==> src/rtl/game_tick_sched_pkg.sv <==
// ----------------------------------------------------------------------------
// game_tick_sched_pkg
// Shared game constants and types for the tick scheduler, the HUD and the
// test bench.
//   TICK_BASE_DIV_DEFAULT : clk cycles per 8 Hz base tick on the board clock
//   BOOST_TICKS_DEFAULT   : "Faster" reward window length in base ticks (10 s)
//   DIV_CNT_W             : width of the base-tick divider counter
//   boost_state_e         : player-rate FSM states (ST_NORMAL, ST_BOOST)
// ----------------------------------------------------------------------------
package game_tick_sched_pkg;

   localparam int unsigned TICK_BASE_DIV_DEFAULT = 32'd6250000;
   localparam int unsigned BOOST_TICKS_DEFAULT   = 32'd80;
   localparam int unsigned DIV_CNT_W             = 32'd24;

   typedef enum logic [0:0] {
      ST_NORMAL = 1'b0,
      ST_BOOST  = 1'b1
   } boost_state_e;

endpackage : game_tick_sched_pkg

==> src/rtl/game_tick_sched_tick_div.sv <==
// ----------------------------------------------------------------------------
// tick_div
// Enable-gated wrap counter that produces the 8 Hz base tick.
// Ports:
//   clk         : board clock
//   rst_n       : asynchronous active-low reset
//   i_en        : count enable; the counter holds while low
//   o_base_tick : high for the one edge on which the counter wraps
// ----------------------------------------------------------------------------
module tick_div
   import game_tick_sched_pkg::*;
#(
   parameter int unsigned BASE_DIV = TICK_BASE_DIV_DEFAULT
)
(
   input  logic clk,
   input  logic rst_n,
   input  logic i_en,
   output logic o_base_tick
);

   localparam logic [DIV_CNT_W-1:0] DIV_LAST = DIV_CNT_W'(BASE_DIV - 32'd1);

   logic [DIV_CNT_W-1:0] r_cnt;
   logic                 w_at_last;

   assign w_at_last   = (r_cnt == DIV_LAST);
   // The tick is qualified by the enable so a paused counter sitting on its
   // last value cannot emit a strobe on every paused cycle.
   assign o_base_tick = i_en & w_at_last;

   // Divider counter: counts enabled edges, wraps after BASE_DIV of them.
   always_ff @(posedge clk or negedge rst_n) begin
      if (!rst_n) begin
         r_cnt <= '0;
      end else if (i_en) begin
         if (w_at_last) begin
            r_cnt <= '0;
         end else begin
            r_cnt <= r_cnt + DIV_CNT_W'(1);
         end
      end
   end

endmodule : tick_div

==> src/rtl/game_tick_sched.sv <==
// ----------------------------------------------------------------------------
// game_tick_sched
// Game-rate tick scheduler: single-cycle enable strobes at 8/4/2 Hz derived
// from the board clock, plus the "Faster" reward boost window that doubles
// the player rate.
// Ports:
//   clk           : board clock (single domain)
//   rst_n         : asynchronous active-low reset
//   en            : run enable, low = paused
//   reward_faster : pickup pulse, starts/restarts the boost window
//   reward_test   : test level, forces boost_active while high
//   tick_8hz      : bullet-rate strobe (every base tick)
//   tick_4hz      : player-rate strobe (every base tick while boosted)
//   tick_2hz      : enemy-rate strobe
//   boost_active  : boost in effect (registered)
//   boost_remain  : base ticks left in the boost window
// ----------------------------------------------------------------------------
module game_tick_sched
   import game_tick_sched_pkg::*;
#(
   parameter int unsigned BASE_DIV    = TICK_BASE_DIV_DEFAULT,
   parameter int unsigned BOOST_TICKS = BOOST_TICKS_DEFAULT
)
(
   input  logic       clk,
   input  logic       rst_n,
   input  logic       en,
   input  logic       reward_faster,
   input  logic       reward_test,
   output logic       tick_8hz,
   output logic       tick_4hz,
   output logic       tick_2hz,
   output logic       boost_active,
   output logic [7:0] boost_remain
);

   localparam logic [7:0] BOOST_LOAD = 8'(BOOST_TICKS);

   logic         w_base_tick;
   boost_state_e r_state;
   boost_state_e w_state_nxt;
   logic [7:0]   r_remain;
   logic [7:0]   w_remain_nxt;
   logic         w_boost_nxt;
   logic [1:0]   r_phase;
   logic         r_tick_8hz;
   logic         r_tick_4hz;
   logic         r_tick_2hz;
   logic         r_boost_active;

   tick_div #(
      .BASE_DIV    (BASE_DIV)
   ) u_tick_div (
      .clk         (clk),
      .rst_n       (rst_n),
      .i_en        (en),
      .o_base_tick (w_base_tick)
   );

   // Boost FSM next state and remaining-window count.
   always_comb begin
      w_state_nxt  = r_state;
      w_remain_nxt = r_remain;
      case (r_state)
         ST_NORMAL: begin
            if (reward_faster) begin
               w_state_nxt  = ST_BOOST;
               w_remain_nxt = BOOST_LOAD;
            end else begin
               w_state_nxt  = ST_NORMAL;
               w_remain_nxt = r_remain;
            end
         end
         ST_BOOST: begin
            // A pickup reloads the window even on a decrementing edge.
            if (reward_faster) begin
               w_remain_nxt = BOOST_LOAD;
            end else if (w_base_tick) begin
               if (r_remain == 8'd1) begin
                  w_state_nxt  = ST_NORMAL;
                  w_remain_nxt = 8'd0;
               end else begin
                  w_remain_nxt = r_remain - 8'd1;
               end
            end else begin
               w_remain_nxt = r_remain;
            end
         end
         default: begin
            w_state_nxt  = ST_NORMAL;
            w_remain_nxt = 8'd0;
         end
      endcase
      // The test level overrides the visible flag only, never the window.
      w_boost_nxt = (w_state_nxt == ST_BOOST) | reward_test;
   end

   // FSM state, window count and boost flag registers.
   always_ff @(posedge clk or negedge rst_n) begin
      if (!rst_n) begin
         r_state        <= ST_NORMAL;
         r_remain       <= 8'd0;
         r_boost_active <= 1'b0;
      end else begin
         r_state        <= w_state_nxt;
         r_remain       <= w_remain_nxt;
         r_boost_active <= w_boost_nxt;
      end
   end

   // Phase counter and strobe registers; strobes use pre-update phase/boost,
   // so the tick that ends the window is still a boosted player tick.
   always_ff @(posedge clk or negedge rst_n) begin
      if (!rst_n) begin
         r_phase    <= 2'd0;
         r_tick_8hz <= 1'b0;
         r_tick_4hz <= 1'b0;
         r_tick_2hz <= 1'b0;
      end else begin
         r_tick_8hz <= w_base_tick;
         r_tick_4hz <= w_base_tick & (r_boost_active | r_phase[0]);
         r_tick_2hz <= w_base_tick & (r_phase == 2'd3);
         if (w_base_tick) begin
            r_phase <= r_phase + 2'd1;
         end
      end
   end

   assign tick_8hz     = r_tick_8hz;
   assign tick_4hz     = r_tick_4hz;
   assign tick_2hz     = r_tick_2hz;
   assign boost_active = r_boost_active;
   assign boost_remain = r_remain;

endmodule : game_tick_sched

==> config.mk <==
export PLATFORM = sky130hd
export DESIGN_NAME = game_tick_sched
export DESIGN_NICKNAME = d
export VERILOG_FILES = /design/src/rtl/game_tick_sched_pkg.sv /design/src/rtl/game_tick_sched_tick_div.sv /design/src/rtl/game_tick_sched.sv
export SDC_FILE = /design/constraint.sdc
export NUM_CORES = 1
export LEC_CHECK = 0
export ABC_AREA = 0
export CAP_MARGIN = 0
export CORE_ASPECT_RATIO = 1.4
export CORE_UTILIZATION = 57
export CTS_CLUSTER_DIAMETER = 50
export DETAILED_ROUTE_END_ITERATION = 8
export PLACE_DENSITY = 0.79
export SYNTH_ARGS = -nofsm -noshare
export SYNTH_HDL_FRONTEND = slang
export SYNTH_SLANG_ARGS = --single-unit
==> constraint.sdc <==
create_clock -name clk -period 2.3 [get_ports clk]
set_clock_uncertainty 0.2 [all_clocks]
set_input_delay 0.46 -clock clk [delete_from_list [all_inputs] [get_ports clk]]
set_output_delay 0.46 -clock clk [all_outputs]
set_load 0.01 [all_outputs]
==> results.yml, run 1 <==
job:
  maxCapViolations: 0
grt:
  antenna_found_initial: 0
  grt_pass1_vias: 1809
  grt_start_max_net_pins: 40
  grt_use_total_pct: 28.68
  grt-ovfl-total: 0
  grt_pass1_wl_um: 7997
pwr:
  p_comb_share_pct: 12.6
  peakVddDrop_uv: 598.1
  p_clk_share_pct: 37.3
  pwr-share-seq_pct: 50.1
  switchingPower_uw: 428.4
  p_int_uw: 1168
  p_leak_uw: 0.001061
  swShare_pct: 26.84
  powerDensity_nw_per_um2: 649.5
place:
  place_area_um2: 2340
  gp_congestion: 0.8457
  port_buffers: 16
  hpwlAfterDp_um: 3546
  placed_cells: 269
setup_path:
  cp.required_ns: 2.31
  reg2reg_slack_ns: 0.13
  critical_path_arrival_ns: 2.20
  start_kind: "input pin"
  critPathKind: "in2reg"
  cp-end-kind: "flip-flop"
  crit_fanout: 4
detailed_routing:
  wirelength_um: 4912
  drc_errors: 0
  initialDrtViolationCount: 99
  routed_via_density: 6.531
  antenna_left: 0
  vias: 1809
  dr.pass1.iters: 5
  wl_per_cell_um: 17.73
final_layout:
  drive_gt1_share_pct: 14.77
  finalNetCount: 245
  insertedDiodeCount: 0
  syn_to_final_growth_pct: 19.25
  fin_cells: 277
  stdcell_area_um2: 2457
logic_synthesis:
  ys_ff_latch: 39
  synth_ff_type: "dfrtp_1"
  yosysWarnings: 0
  yosysTopAreaCell: "dfrtp_1"
  synth_area_leaders: "dfrtp_1 47%, xnor2_1 4.3%, nor3_1 3.2%"
  synth_edf_count: 0
  synth.top_cell.area_share_pct: 47.36
  synth_cell_type_count: 44
  syn_nets: 214
  synth_area_per_cell_um2: 10.05
  ys_seq_area_share_pct: 47.36
  synth_most_common_cell: "dfrtp_1"
  synth_commonest_cells: "39 x dfrtp_1, 14 x nand2_1, 13 x nor3_1, 13 x o21ai_0"
  syn_inst: 205
  synthArstFlopShare_pct: 100.0
  synthesis.area_um2: 2061
timing:
  drv_slew: 0
  fin_crit_sh_pct: 95.05
  fmax_ghz: 0.4574
  min_period_ns: 2.186
  slew_headroom_pct: 67.81
  rsz0062_at_grt: "false"
  hold_viol_final: 0
  setup_violations: 0
  worst-slew-pin-transition_ns: 0.4829
floorplanning:
  row_count: 25
  core_area_um2: 3410
  dieArea_um2: 3863
  die_y_um: 73.14
  ios: 17
  initial_core_util_pct: 60.44
  fp.dieW_um: 52.82
outcome:
  status: "finished, final reports clean"
clock_tree:
  clockBufferDepth: 2
  clkLatencyLatePin_ns: 0.29
  clkSlewWorstSetupHoldPaths_ns: 0.08
  cts_sinks: 39
  cts_max_level: 2
  cts_buffers: 5
  cts_root_buf: "clkbuf_8"
  post_cts_buffers: 0
  ctsHoldBuffers: 0
  cts-resized-gates: 0
  tritoncts: "built"
hold_path:
  hp-class: "in2async"
==> state kept, by name, summed over array words and instances, names as in the netlist <==
signal            flops
tick_4hz              1
boost_remain          8
tick_8hz              1
r_state               1
tick_2hz              1
boost_active          1
u_tick_div.r_cnt     24
r_phase               2
==> stage by stage <==
step	utilization (%)	power, uW	setup slack, ns	hold WS [ns]	setup TNS (ns)
floorplan	-	909.8	0.3014	-0.03559	0
global placement	68.62	993.5	-0.03798	0.2771	-0.1041
detailed placement	68.62	1010	-0.1010	0.2764	-0.4990
CTS	72.07	1597	0.1398	0.02013	0
global route	72.07	1658	0.04236	0.04866	0
finish	72.07	1596	0.1139	0.01037	0
==> critical path, cell delays in order <==
cell	delay, ns
clkdlybuf4s50_1	0.54
nand3_2	0.12
or3_4	0.42
buf_4	0.16
nor3_1	0.30
xor2_1	0.20
==> final timing paths <==
check	to	depth (start not counted)	start
worst min register to register	tick_4hz$_DFF_PN0_	1	boost_active$_DFF_PN0_
worst min-delay path	u_tick_div.r_cnt[8]$_DFFE_PN0P_	2	rst_n
min in group clk	tick_4hz$_DFF_PN0_	1	boost_active$_DFF_PN0_
worst max register to register	r_phase[1]$_DFFE_PN0P_	4	u_tick_div.r_cnt[7]$_DFFE_PN0P_
worst max-delay path	u_tick_div.r_cnt[15]$_DFFE_PN0P_	6	en
max in group asynchronous	boost_remain[0]$_DFFE_PN0P_	2	rst_n
==> cell families after synthesis <==
group,after synthesis,share of synthesized area [%]
AO/OA/AOI/OAI,31,9.290
XOR/XNOR,15,6.375
adder cells (fa/ha/maj),4,2.429
buffers and inverters,14,2.793
flip-flops,39,47.36
multiplexers,7,3.582
AND/OR/NAND/NOR,95,28.17
==> cells in the final DEF (no fill, tap or decap), drive strengths merged, types with 3 or more instances in the layout <==
master         count
a21oi              8
and2               3
and4               5
buf               14
clkbuf             6
clkdlybuf4s50     15
dfrtp             39
ha                 4
inv                9
mux2               3
mux2i              4
nand2             14
nand3             12
nand4             11
nor2              11
nor3              14
nor4               4
o21ai             13
o311ai             3
or3                6
xnor2             10
xor2               5
==> power by group through the flow <==
stage               clock [uW]  combinational (uW)  sequential (uW)
finish                     595                 202              799
floorplan                    0                 104              806
global route               630                 221              807
detailed placement           0                 198              813
CTS                        598                 200              799
global placement             0                 185              809
==> per-layer routing <==
| metal | global-route usage [%] | vias to the layer above | routed length (um) |
|---|---|---|---|
| li1 | - | 819 | - |
| met1 | 31.32 | 868 | 1884 |
| met2 | 49.09 | 96 | 2522 |
| met3 | 6.875 | 26 | 279 |
| met4 | 16.67 | 0 | 226 |
| met5 | 0 | - | 0 |
==> cell type report <==
type | count | area (um2)
timing repair buffer | 29 | 252.7
clock buffer | 6 | 82.58
sequential | 39 | 975.9
fill | 267 | 952.2
inverter | 9 | 33.78
tap | 40 | 50.05
multi-input combinational | 152 | 1027
clock inverter | 2 | 35.03
(Power assumes the default switching activity.)
==> run 2: changes to the inputs <==
SLEW_MARGIN = 20   (was not set)
SYNTH_HIERARCHICAL = 1   (was not set)
==> run 2 against run 1 <==
  * Largest cell class is now registers
  * Global-route usage decreased by 5.0 points
  * Non-clock buffer count increased by 4
  * Wire length decreased by 17%
  * Critical path type is now reg2reg
==> results.yml, run 2 <==
logic_synthesis:
  synth_area_per_cell_um2: 10.18
  synth_most_common_cell: "dfrtp_1"
  synth_commonest_cells: "39 x dfrtp_1, 20 x nand2_1, 12 x nor2_1"
  synth_ff_type: "dfrtp_1"
  synth_area_leaders: "dfrtp_1 50%, xor2_1 4.0%, nand2_1 3.8%"
  syn_nets: 201
  synth_cell_type_count: 45
  synthesis.area_um2: 1954
  yosysTopAreaCell: "dfrtp_1"
  ys_ff_latch: 39
  ys_seq_area_share_pct: 49.94
  synthArstFlopShare_pct: 100.0
  synth_edf_count: 0
  synth.top_cell.area_share_pct: 49.94
  yosysWarnings: 6
  syn_inst: 192
floorplanning:
  ios: 17
  row_count: 24
  dieArea_um2: 3670
  initial_core_util_pct: 61.40
  core_area_um2: 3183
  fp.dieW_um: 51.49
  die_y_um: 71.29
setup_path:
  critPathKind: "reg2reg"
  cp-end-kind: "flip-flop"
  critical_path_arrival_ns: 2.27
  timing.rr.start: "u_tick_div/r_cnt[1]$_DFFE_PN0P_"
  cp.required_ns: 2.33
  crit_fanout: 4
  startpoint: "u_tick_div/r_cnt[1]$_DFFE_PN0P_"
  start_kind: "flip-flop"
pwr:
  p_leak_uw: 0.001037
  power_uw: 1480
  peakVddDrop_uv: 588.9
  powerDensity_nw_per_um2: 622.0
clock_tree:
  clockBufferDepth: 2
  ctsHoldBuffers: 0
  tritoncts: "built"
  cts_buffers: 5
  cts_root_buf: "clkbuf_8"
  clkSlewWorstSetupHoldPaths_ns: 0.07
  cts_sinks: 39
  clkLatencyLatePin_ns: 0.29
  cts_max_level: 2
timing:
  worst-slew-pin-transition_ns: 0.5429
  slew_headroom_pct: 63.73
  drv_slew: 0
  hold_viol_final: 0
  setup_violations: 0
  rsz0062_at_grt: "true"
  fmax_ghz: 0.4466
  fin_tns_setup_ns: 0
  layout_setup_ws_ns: 0.06098
  fin_crit_sh_pct: 97.35
  min_period_ns: 2.239
grt:
  grt-ovfl-total: 0
  grt_start_max_net_pins: 40
  antenna_found_initial: 0
  grt_pass1_vias: 1543
  grt_use_total_pct: 23.64
  grt_pass1_wl_um: 6506
place:
  placed_cells: 252
  place_area_um2: 2212
  port_buffers: 16
  gp_congestion: 0.9514
  place_ws_ns: -0.06193
  hpwlAfterDp_um: 2838
detailed_routing:
  wirelength_um: 4057
  vias: 1561
  drc_errors: 0
  dr.pass1.iters: 4
  initialDrtViolationCount: 53
  antenna_left: 0
  routed_via_density: 5.913
  wl_per_cell_um: 15.37
final_layout:
  fin_cells: 264
  syn_to_final_growth_pct: 21.77
  largest_register_ffs: 24
  insertedDiodeCount: 0
  fillCellCount: 245
  finalNetCount: 234
  final_common_cell: "dfrtp_1"
  drive_gt1_share_pct: 18.22
  largest-register: "u_tick_div/r_cnt"
  stdcell_area_um2: 2380
  final_cell_mix: "39 x dfrtp_1, 20 x nand2_1, 17 x buf_4"
job:
  maxCapViolations: 0
hold_path:
  hp-class: "in2async"
outcome:
  status: "finished, final reports clean"
-- run 2: cell count changes in the layout (fill, tap and decap cells not counted), sizes merged, moves of 4 or more --
cell,change
nand2,+6
xor2,+4
nor3,-9
buf,+4
xnor2,-5
mux2i,-4
o21ai,-5
a211oi,+4
nand4,-4
-- run 2: repair_timing --
item                                    CTS  global route
resized for setup                         0             9
endpoints found under the setup margin    0             8
endpoints found under the hold margin     0             0
buffers inserted                          0             5
-- run 2: worst paths after layout --
| kind | slack [ns] | depth (start not counted) | end |
|---|---|---|---|
| setup / recovery | 0.06 | 8 | boost_remain[4]$_DFFE_PN0P_ |
| hold / removal | 0.005 | 2 | u_tick_div/r_cnt[3]$_DFFE_PN0P_ |
| setup reg to reg | 0.06 | 8 | boost_remain[4]$_DFFE_PN0P_ |
| hold reg to reg | 0.30 | 1 | tick_4hz$_DFF_PN0_ |
| max in group asynchronous | 1.55 | 2 | tick_8hz$_DFF_PN0_ |
| min in group clk | 0.30 | 1 | tick_4hz$_DFF_PN0_ |
-- run 2: cells by family after synthesis --
logic type	Yosys count	share of synthesized area [%]
simple gates	85	25.10
buf+inv	14	3.777
xor+xnor	14	6.274
mux	1	0.5761
flops	39	49.94
fa+ha+maj	4	2.561
compound gates	35	11.78
-- run 2: metal layers --
metal	part of all wire, %	vias up	track usage (%)
li1	-	750	-
met1	41	755	26.14
met2	52	43	41.70
met3	3.4	13	5.096
met4	3.4	0	11.71
met5	0	-	0
-- run 2: critical path, cell delays in order, from the launching register on --
cell      delay [ns]
dfrtp_1         0.38
ha_2            0.19
nor4b_4         0.22
nand4_1         0.20
nor3_4          0.30
and2_4          0.21
nand3b_1        0.10
a211oi_1        0.24
a211o_1         0.13
-- run 2: report_power, final --
group	leakage (uW)	switching, uW	internal (uW)
clock	0.0000470	223	235
sequential	0.000508	64.1	735
combinational	0.000482	103	120
total	0.00104	391	1090
-- run 2: area by class of cell --
type	instances	area, um2	share of cell area, %
Clock inverter	1	5.005	0.2103
Sequential cell	39	975.9	41.01
Clock buffer	6	82.58	3.470
Tap cell	39	48.80	2.050
Inverter	7	26.28	1.104
Timing Repair Buffer	33	282.8	11.88
Multi-Input combinational cell	139	958.4	40.27
-- run 2: through the flow --
stage / utilization [%] / hold WS [ns]
after global routing: 74.76 / 0.05914
after global placement: 69.50 / 0.2785
after CTS: 72.25 / 0.02496
final: 74.76 / 0.005134
after detailed placement: 69.50 / 0.2769
after floorplan: - / -0.03559
